[src/rtl/cp0_pkg.sv]
// Shared CP0 definitions: register numbers, field positions, exception codes
// and the handler entry address.
package cp0_pkg;

  localparam logic [4:0] REG_SR    = 5'd12;
  localparam logic [4:0] REG_CAUSE = 5'd13;
  localparam logic [4:0] REG_EPC   = 5'd14;
  localparam logic [4:0] REG_PRID  = 5'd15;

  // Bit positions, shared by SR.IM and Cause.IP
  localparam int IM_LO    = 10;
  localparam int IM_HI    = 15;
  localparam int SR_EXL   = 1;
  localparam int SR_IE    = 0;
  localparam int CAUSE_BD = 31;
  localparam int EXC_LO   = 2;
  localparam int EXC_HI   = 6;

  typedef enum logic [4:0] {
    EXC_INT  = 5'd0,
    EXC_ADEL = 5'd4,
    EXC_ADES = 5'd5,
    EXC_RI   = 5'd10,
    EXC_OV   = 5'd12
  } exc_code_e;

  localparam logic [31:0] DEFAULT_PRID       = 32'h2021_0007;
  localparam logic [31:0] DEFAULT_EXC_VECTOR = 32'h0000_4180;

endpackage

[src/rtl/cp0_irq_arb.sv]
// Combinational arbitration between pending interrupts and the M-stage
// exception; interrupts take priority.
module cp0_irq_arb
  import cp0_pkg::*;
(
  input  logic [5:0] hwint,
  input  logic [5:0] im,
  input  logic       ie,
  input  logic       exl,
  input  logic [4:0] m_exccode,
  output logic       int_req,
  output logic       exc_req,
  output logic       req,
  output logic [4:0] exc_code
);

  assign int_req  = (|(hwint & im)) & ie & ~exl;
  assign exc_req  = (m_exccode != 5'd0) & ~exl;
  assign req      = int_req | exc_req;
  assign exc_code = int_req ? 5'(EXC_INT) : m_exccode;

endmodule

[src/rtl/cp0_unit.sv]
// Coprocessor 0: SR/Cause/EPC/PRId storage, mfc0/mtc0 access, exception
// request generation and eret return address.
module cp0_unit
  import cp0_pkg::*;
#(
  parameter logic [31:0] PRID       = DEFAULT_PRID,
  parameter logic [31:0] EXC_VECTOR = DEFAULT_EXC_VECTOR
)(
  input  logic        clk,
  input  logic        reset,
  input  logic [4:0]  rd_addr,
  input  logic [4:0]  wr_addr,
  input  logic [31:0] wr_data,
  input  logic        wr_en,
  input  logic [31:0] m_pc,
  input  logic        m_bd,
  input  logic [4:0]  m_exccode,
  input  logic [5:0]  hwint,
  input  logic        exl_clr,
  output logic [31:0] rd_data,
  output logic        req,
  output logic [31:0] epc_out,
  output logic [31:0] handler_pc
);

  logic [5:0]  sr_im;
  logic        sr_exl;
  logic        sr_ie;
  logic        cause_bd;
  logic [5:0]  cause_ip;
  logic [4:0]  cause_exc;
  logic [31:0] epc;

  logic        int_req;
  logic        exc_req;
  logic [4:0]  exc_code;
  logic [31:0] epc_capture;
  logic        epc_write;

  cp0_irq_arb u_arb (
    .hwint     (hwint),
    .im        (sr_im),
    .ie        (sr_ie),
    .exl       (sr_exl),
    .m_exccode (m_exccode),
    .int_req   (int_req),
    .exc_req   (exc_req),
    .req       (req),
    .exc_code  (exc_code)
  );

  // A delay-slot instruction restarts at its branch
  assign epc_capture = (m_bd ? (m_pc - 32'd4) : m_pc) & 32'hFFFF_FFFC;
  assign epc_write   = wr_en & (wr_addr == REG_EPC) & ~req;

  always_ff @(posedge clk) begin
    if (reset) begin
      sr_im     <= '0;
      sr_exl    <= 1'b0;
      sr_ie     <= 1'b0;
      cause_bd  <= 1'b0;
      cause_ip  <= '0;
      cause_exc <= '0;
      epc       <= '0;
    end else begin
      cause_ip <= hwint;
      if (req) begin
        sr_exl    <= 1'b1;
        cause_bd  <= m_bd;
        cause_exc <= exc_code;
        epc       <= epc_capture;
      end else begin
        if (wr_en && wr_addr == REG_SR) begin
          sr_im  <= wr_data[IM_HI:IM_LO];
          sr_exl <= wr_data[SR_EXL];
          sr_ie  <= wr_data[SR_IE];
        end
        if (epc_write)
          epc <= {wr_data[31:2], 2'b00};
        if (exl_clr)
          sr_exl <= 1'b0;
      end
    end
  end

  always_comb begin
    rd_data = '0;
    case (rd_addr)
      REG_SR: begin
        rd_data[IM_HI:IM_LO] = sr_im;
        rd_data[SR_EXL]      = sr_exl;
        rd_data[SR_IE]       = sr_ie;
      end
      REG_CAUSE: begin
        rd_data[CAUSE_BD]      = cause_bd;
        rd_data[IM_HI:IM_LO]   = cause_ip;
        rd_data[EXC_HI:EXC_LO] = cause_exc;
      end
      REG_EPC:  rd_data = epc;
      REG_PRID: rd_data = PRID;
      default:  rd_data = '0;
    endcase
  end

  // Forward a same-cycle mtc0 EPC so a following eret needs no stall
  assign epc_out    = epc_write ? {wr_data[31:2], 2'b00} : epc;
  assign handler_pc = EXC_VECTOR;

endmodule

[config.mk]
export PLATFORM = sky130hd
export DESIGN_NAME = cp0_unit
export DESIGN_NICKNAME = d
export VERILOG_FILES = /design/src/rtl/cp0_pkg.sv /design/src/rtl/cp0_irq_arb.sv /design/src/rtl/cp0_unit.sv
export SDC_FILE = /design/constraint.sdc
export NUM_CORES = 1
export LEC_CHECK = 0
export ABC_AREA = 1
export BUFFER_PORTS_ARGS = -buffer_cell sky130_fd_sc_hd__buf_2
export CORE_ASPECT_RATIO = 1.75
export CORE_MARGIN = 2
export CORE_UTILIZATION = 48
export DETAILED_ROUTE_END_ITERATION = 10
export PLACE_DENSITY = 0.88
export SLEW_MARGIN = 20
export SYNTH_ARGS = -nofsm -noshare
export SYNTH_HDL_FRONTEND = slang
export SYNTH_SLANG_ARGS = --single-unit
[constraint.sdc]
create_clock -name clk -period 1.65 [get_ports clk]
set_clock_uncertainty 0.2 [all_clocks]
set_input_delay 0.165 -clock clk [delete_from_list [all_inputs] [get_ports clk]]
set_output_delay 0.165 -clock clk [all_outputs]
set_load 0.1 [all_outputs]
==> results.md, run 1 <==
* Mean Syn Cell Area at 6.12 sq um
* IO buf count at 152
* Pin count of the biggest net entering global routing at 19
* Register area share after synthesis at 25.2%
* Crit. endpoint post-GRT repair: epc_out[3]
* Total clock buffers created by CTS at 5
* Total GRT Usage at 76.5%
* FF+latch count, synth at 52
* Ranking of synthesized cells by area: dfxtp_1 25%, nand2_1 14%, inv_1 10%
* GP Congestion at 1.03
* Worst EP kind: primary output
* Largest area contributor in the netlist: dfxtp_1
* FP Rows at 44
* Synth Instances at 674
* Synth warn at 0
* Synth cell types at 37
* Initial Utilization at 49.7%
* # clock sinks at 52
* Clock root buffer: clkbuf_16
* Err: [ERROR GRT-0232] Routing congestion too high. Check the congestion heatmap in the GUI.
* # IOs at 187
* Dpl hpwl at 13200 um
* Yosys top cell area share at 25.2%
* Clk buf depth at 2
* Post-Syn Area at 4130 sq um
* Die Y at 127 um
* Status: did not finish
* H-tree level count at 2
* Stopped at: 5_1_grt
* Remaining global-route overflow at 148
* Die width at 74.1 um
[what timing repair did]
| action | in CTS |
|---|---|
| cloned | 5 |
| endpoints found under the setup margin | 95 |
| gates resized for setup | 60 |
| endpoints found under the hold margin | 18 |
| buffers inserted | 10 |
| pin swaps | 9 |
| hold buffers | 18 |
[routing by layer]
layer / GRT overflow / GRT usage [%]
met1: 1 / 72.3
met2: 84 / 98.5
met3: 1 / 50.3
met4: 62 / 89.6
met5: 0 / 1.17
[cells by family after synthesis]
logic type	synth area share, %
AND/OR/NAND/NOR	43.7
buffers and inverters	20.3
flip-flops	25.2
AO/OA/AOI/OAI	7.09
XOR/XNOR	3.18
other	0.182
adder cells (fa/ha/maj)	0.303
[cells in the mapped netlist]
library cell	n
a21oi_1	9
a21oi_4	1
and2_1	30
buf_2	10
buf_4	38
buf_6	4
clkbuf_1	3
conb_1	2
dfxtp_1	52
ha_1	1
inv_1	114
inv_2	5
nand2_1	150
nand2_2	4
nand2_4	2
nand3_1	55
nand3_2	4
nand3_4	1
nand3b_1	2
nand3b_4	1
nand4_1	36
nand4_2	1
nor2_1	86
nor2_2	3
nor2_4	2
nor2_8	1
nor3_1	2
o211ai_1	2
o21ai_0	17
o21ai_1	10
o21ai_2	1
o21bai_1	1
o221ai_1	6
o22ai_1	2
or2_2	1
xnor2_1	4
xor2_1	11
[per-stage QoR]
stage	std cells	worst slack, ns	area (sq um)	utilization (%)
floorplan	704	-0.834	4560	-
global placement	998	-0.148	6780	81.6
CTS	1038	-0.496	7580	91.1
detailed placement	998	-0.203	6780	81.6
==> inputs of run 2 (changes only) <==
--- a/config.mk
+++ b/config.mk
@@ -7,11 +7,10 @@
 export LEC_CHECK = 0
 export ABC_AREA = 1
 export BUFFER_PORTS_ARGS = -buffer_cell sky130_fd_sc_hd__buf_2
-export CORE_ASPECT_RATIO = 1.75
 export CORE_MARGIN = 2
-export CORE_UTILIZATION = 48
+export CORE_UTILIZATION = 40
 export DETAILED_ROUTE_END_ITERATION = 10
-export PLACE_DENSITY = 0.88
+export PLACE_DENSITY_LB_ADDON = 0.15
 export SLEW_MARGIN = 20
 export SYNTH_ARGS = -nofsm -noshare
 export SYNTH_HDL_FRONTEND = slang
==> run 2 against run 1 <==
Effect of this change:
- the flow now finishes, with violations (hold timing, setup timing)
- synthesized area stayed put
- synthesized cell count stayed put
==> results.md, run 2 <==
* Status: finished with violations
* Violated checks: hold timing, setup timing
* RSZ-0062 raised after global routing: true
* HP Start: m_pc[22]
* Die width at 106 um (+42%)
* Slew Viols, Final at 0
* Nature of the critical path endpoint: output port
* Commonest cells in the netlist: 150 x nand2_1, 114 x inv_1, 86 x nor2_1, 55 x nand3_1, 52 x dfxtp_1
* Total clock buffers created by CTS at 5 (unchanged)
* Remaining global-route overflow at 0
* Hold Path End: epc[22]
* Most frequent cells in the layout: 112 x nand2_1, 109 x inv_1, 86 x buf_2, 78 x buf_4, 73 x buf_12
* Top reg by flops: epc
* Crit-path max cell delay at 0.33 ns
* Proportion of layout cells with a drive suffix above 1 at 43.8%
* Fin. Hold Viols at 4
* Commonest non-fill, non-tap cell in the layout: nand2_1
* Maximum clock frequency at 460 MHz
* Post-synth top flop: dfxtp_1
* Worst reg2reg path depth at 10
* WP data required at 1.28 ns
* Pwr dens at 602 nW/um^2
* Yosys top cell area share at 25.2% (unchanged)
* Number of synthesized flops with an enable pin at 0 (unchanged)
* Total number of vias at 5179
* Hold crit path type: in2reg
* Biggest regs: epc x32, cause_ip x6, sr_im x6
* Worst R2R Start: sr_ie
* Synth cell types at 37 (unchanged)
* R2r setup slk at -0.29 ns
* Initial Utilization at 40.5% (-9.1 points)
* FF+latch count, synth at 52 (unchanged)
* H-tree level count at 2 (unchanged)
* IO buf count at 152 (unchanged)
* CP Max Fanout at 20
* Dpl hpwl at 11800 um (-11%)
* Cell family with most CP delay: simple AND/OR/NAND/NOR gates
* Vias in the first global route at 5124
* # IOs at 187 (unchanged)
* Register area share after synthesis at 25.2% (unchanged)
* # diodes at 0
* Final Cell Area at 7580 sq um
* Hold Crit Depth at 4
* Critical path type: reg2out
* Largest area contributor in the netlist: dfxtp_1
* Initial antenna violation count at 0
* Routed Antenna Nets at 0
* Core Area at 10200 sq um
* Nets@finish at 1023
* DRT Pass-1 Iters at 5
* Layout fillers at 766
* # clock sinks at 52 (unchanged)
* DRT Wirelength at 15900 um
* Worst setup margin at -0.525 ns
* Clk buf depth at 2 (unchanged)
* WHS at -0.0118 ns
* DR DRC count at 0
* Clock root buffer: clkbuf_8
* Crit path time final at 2.18 ns
* Crit path cell chain: nand2_1 -> nand2_1 -> nor2_2 -> nand2_2 -> nand2_4 -> buf_12 -> nand4_1 -> and2_4 -> buf_12
* Post-Syn Area at 4130 sq um (unchanged)
* Max reg flops at 32
* First-pass GRT wire length at 24200 um
* Max-cap violations at 0
* TritonCTS clock tree: yes
* FP Rows at 37 (-16%)
* Period utilization at 132%
* Total GRT Usage at 26.7%
* Routed WL per cell at 14.9 um
* Placed Instance Area at 6780 sq um (about the same)
* Clock transition at path regs at 0.10 ns
* Maximum vdd drop at 0.375 mV
* Ranking of synthesized cells by area: dfxtp_1 25%, nand2_1 14%, inv_1 10%
* Synth Instances at 674 (unchanged)
* Most common cell in the netlist: nand2_1
* Critical path buffers and inverters at 2
* Pin count of the biggest net entering global routing at 26
* Mean Syn Cell Area at 6.12 sq um (unchanged)
* Leakage at 3.71 nW
* Final setup violation count at 71
* Dpl ws at -0.282 ns (-0.0786 ns)
* GP Congestion at 0.931 (-9.5%)
* Die Y at 106 um (-17%)
* Synth warn at 0 (unchanged)
* Iter 0 DRT Violations at 329
* Worst setup SP type: flip-flop
* Routed vias/inst at 4.84
* Asr flop ratio synth at 0% (unchanged)
* Worst R2R End: epc[26]
* Clk_lat worst skew at 0.31 ns
* Die area at 11100 sq um
* Synth-to-Final Area Change at 83.7%
* Worst EP arrival at 1.81 ns
* Worst path slowest cell: dfxtp_2
[run 2: cell counts after synthesis]
No cell type changed its count.
[run 2: worst max path at each step]
| stage | cells past startpoint | end | slack [ns] | startpoint |
|---|---|---|---|---|
| final | 9 | epc_out[24] | -0.53 | sr_im[3] |
| after global routing | 9 | epc_out[24] | -0.60 | sr_im[3] |
| after CTS | 10 | epc_out[2] | -0.51 | sr_im[3] |
| after detailed placement | 8 | epc_out[20] | -0.28 | wr_addr[4] |
| after global placement | 8 | epc_out[17] | -0.21 | wr_addr[4] |
| after floorplan | 6 | rd_data[2] | -0.83 | rd_addr[4] |
[run 2: cell type report]
type                    instances  area [sq um]  share of cell area, %
clock buffers                   7          86.3                   1.14
clock inverters                 1          7.51                 0.0990
inverters                     119           475                   6.27
multi-input cells             479          2880                   37.9
flip-flops and latches         52          1050                   13.8
well taps                     136           170                   2.24
repair buffers                275          2920                   38.5
[run 2: layer usage]
layer | vias to the layer above | GRT usage [%] | part of all wire [%]
met5 | - | 0 | 0
met4 | 0 | 6.95 | 1.5
met3 | 20 | 3.09 | 5.8
met2 | 199 | 47.6 | 52
met1 | 2409 | 34.0 | 41
li1 | 2551 | - | -
[run 2: cells by family after synthesis]
family	synth area share, %
xor+xnor	3.18
fa+ha+maj	0.303
other cells	0.182
flops	25.2
simple gates	43.7
compound gates	7.09
buf+inv	20.3
[run 2: power by group]
part	total (mW)	internal, mW	leakage, nW	switching (mW)
Sequential	1.38	1.35	0.432	0.0272
Clock	0.769	0.342	0.0445	0.427
Combinational	2.42	0.835	3.23	1.58
[run 2: through the flow]
step	TNS [ns]	instances	utilization (%)	power, mW	hold WS, ns
after floorplan	-21.73	704	-	2.94	0.0720
after global placement	-7.61	1024	66.6	3.63	0.187
after detailed placement	-11.91	1024	66.6	3.65	0.199
after CTS	-20.22	1059	71.7	4.49	0.00156
after global routing	-29.88	1069	74.5	4.73	0.00263
final	-24.12	1069	74.5	4.56	-0.0118
[run 2: tightest hold or removal path: stages]
cell and delay (ns):
buf_2 0.10, nand2_1 0.06, nand3_2 0.08, nand2_1 0.05
[run 2: timing repair]
action / 4_1_cts / 5_1_grt
endpoints found under the setup margin: 86 / 94
hold endpoints to repair: 24 / 1
gates cloned: 1 / 1
pin swaps: 1 / 7
hold buffers: 25 / 1
buffers inserted: 1 / 8
gates resized for setup: 33 / 56
No activity file was read; power rests on OpenSTA's default activity.
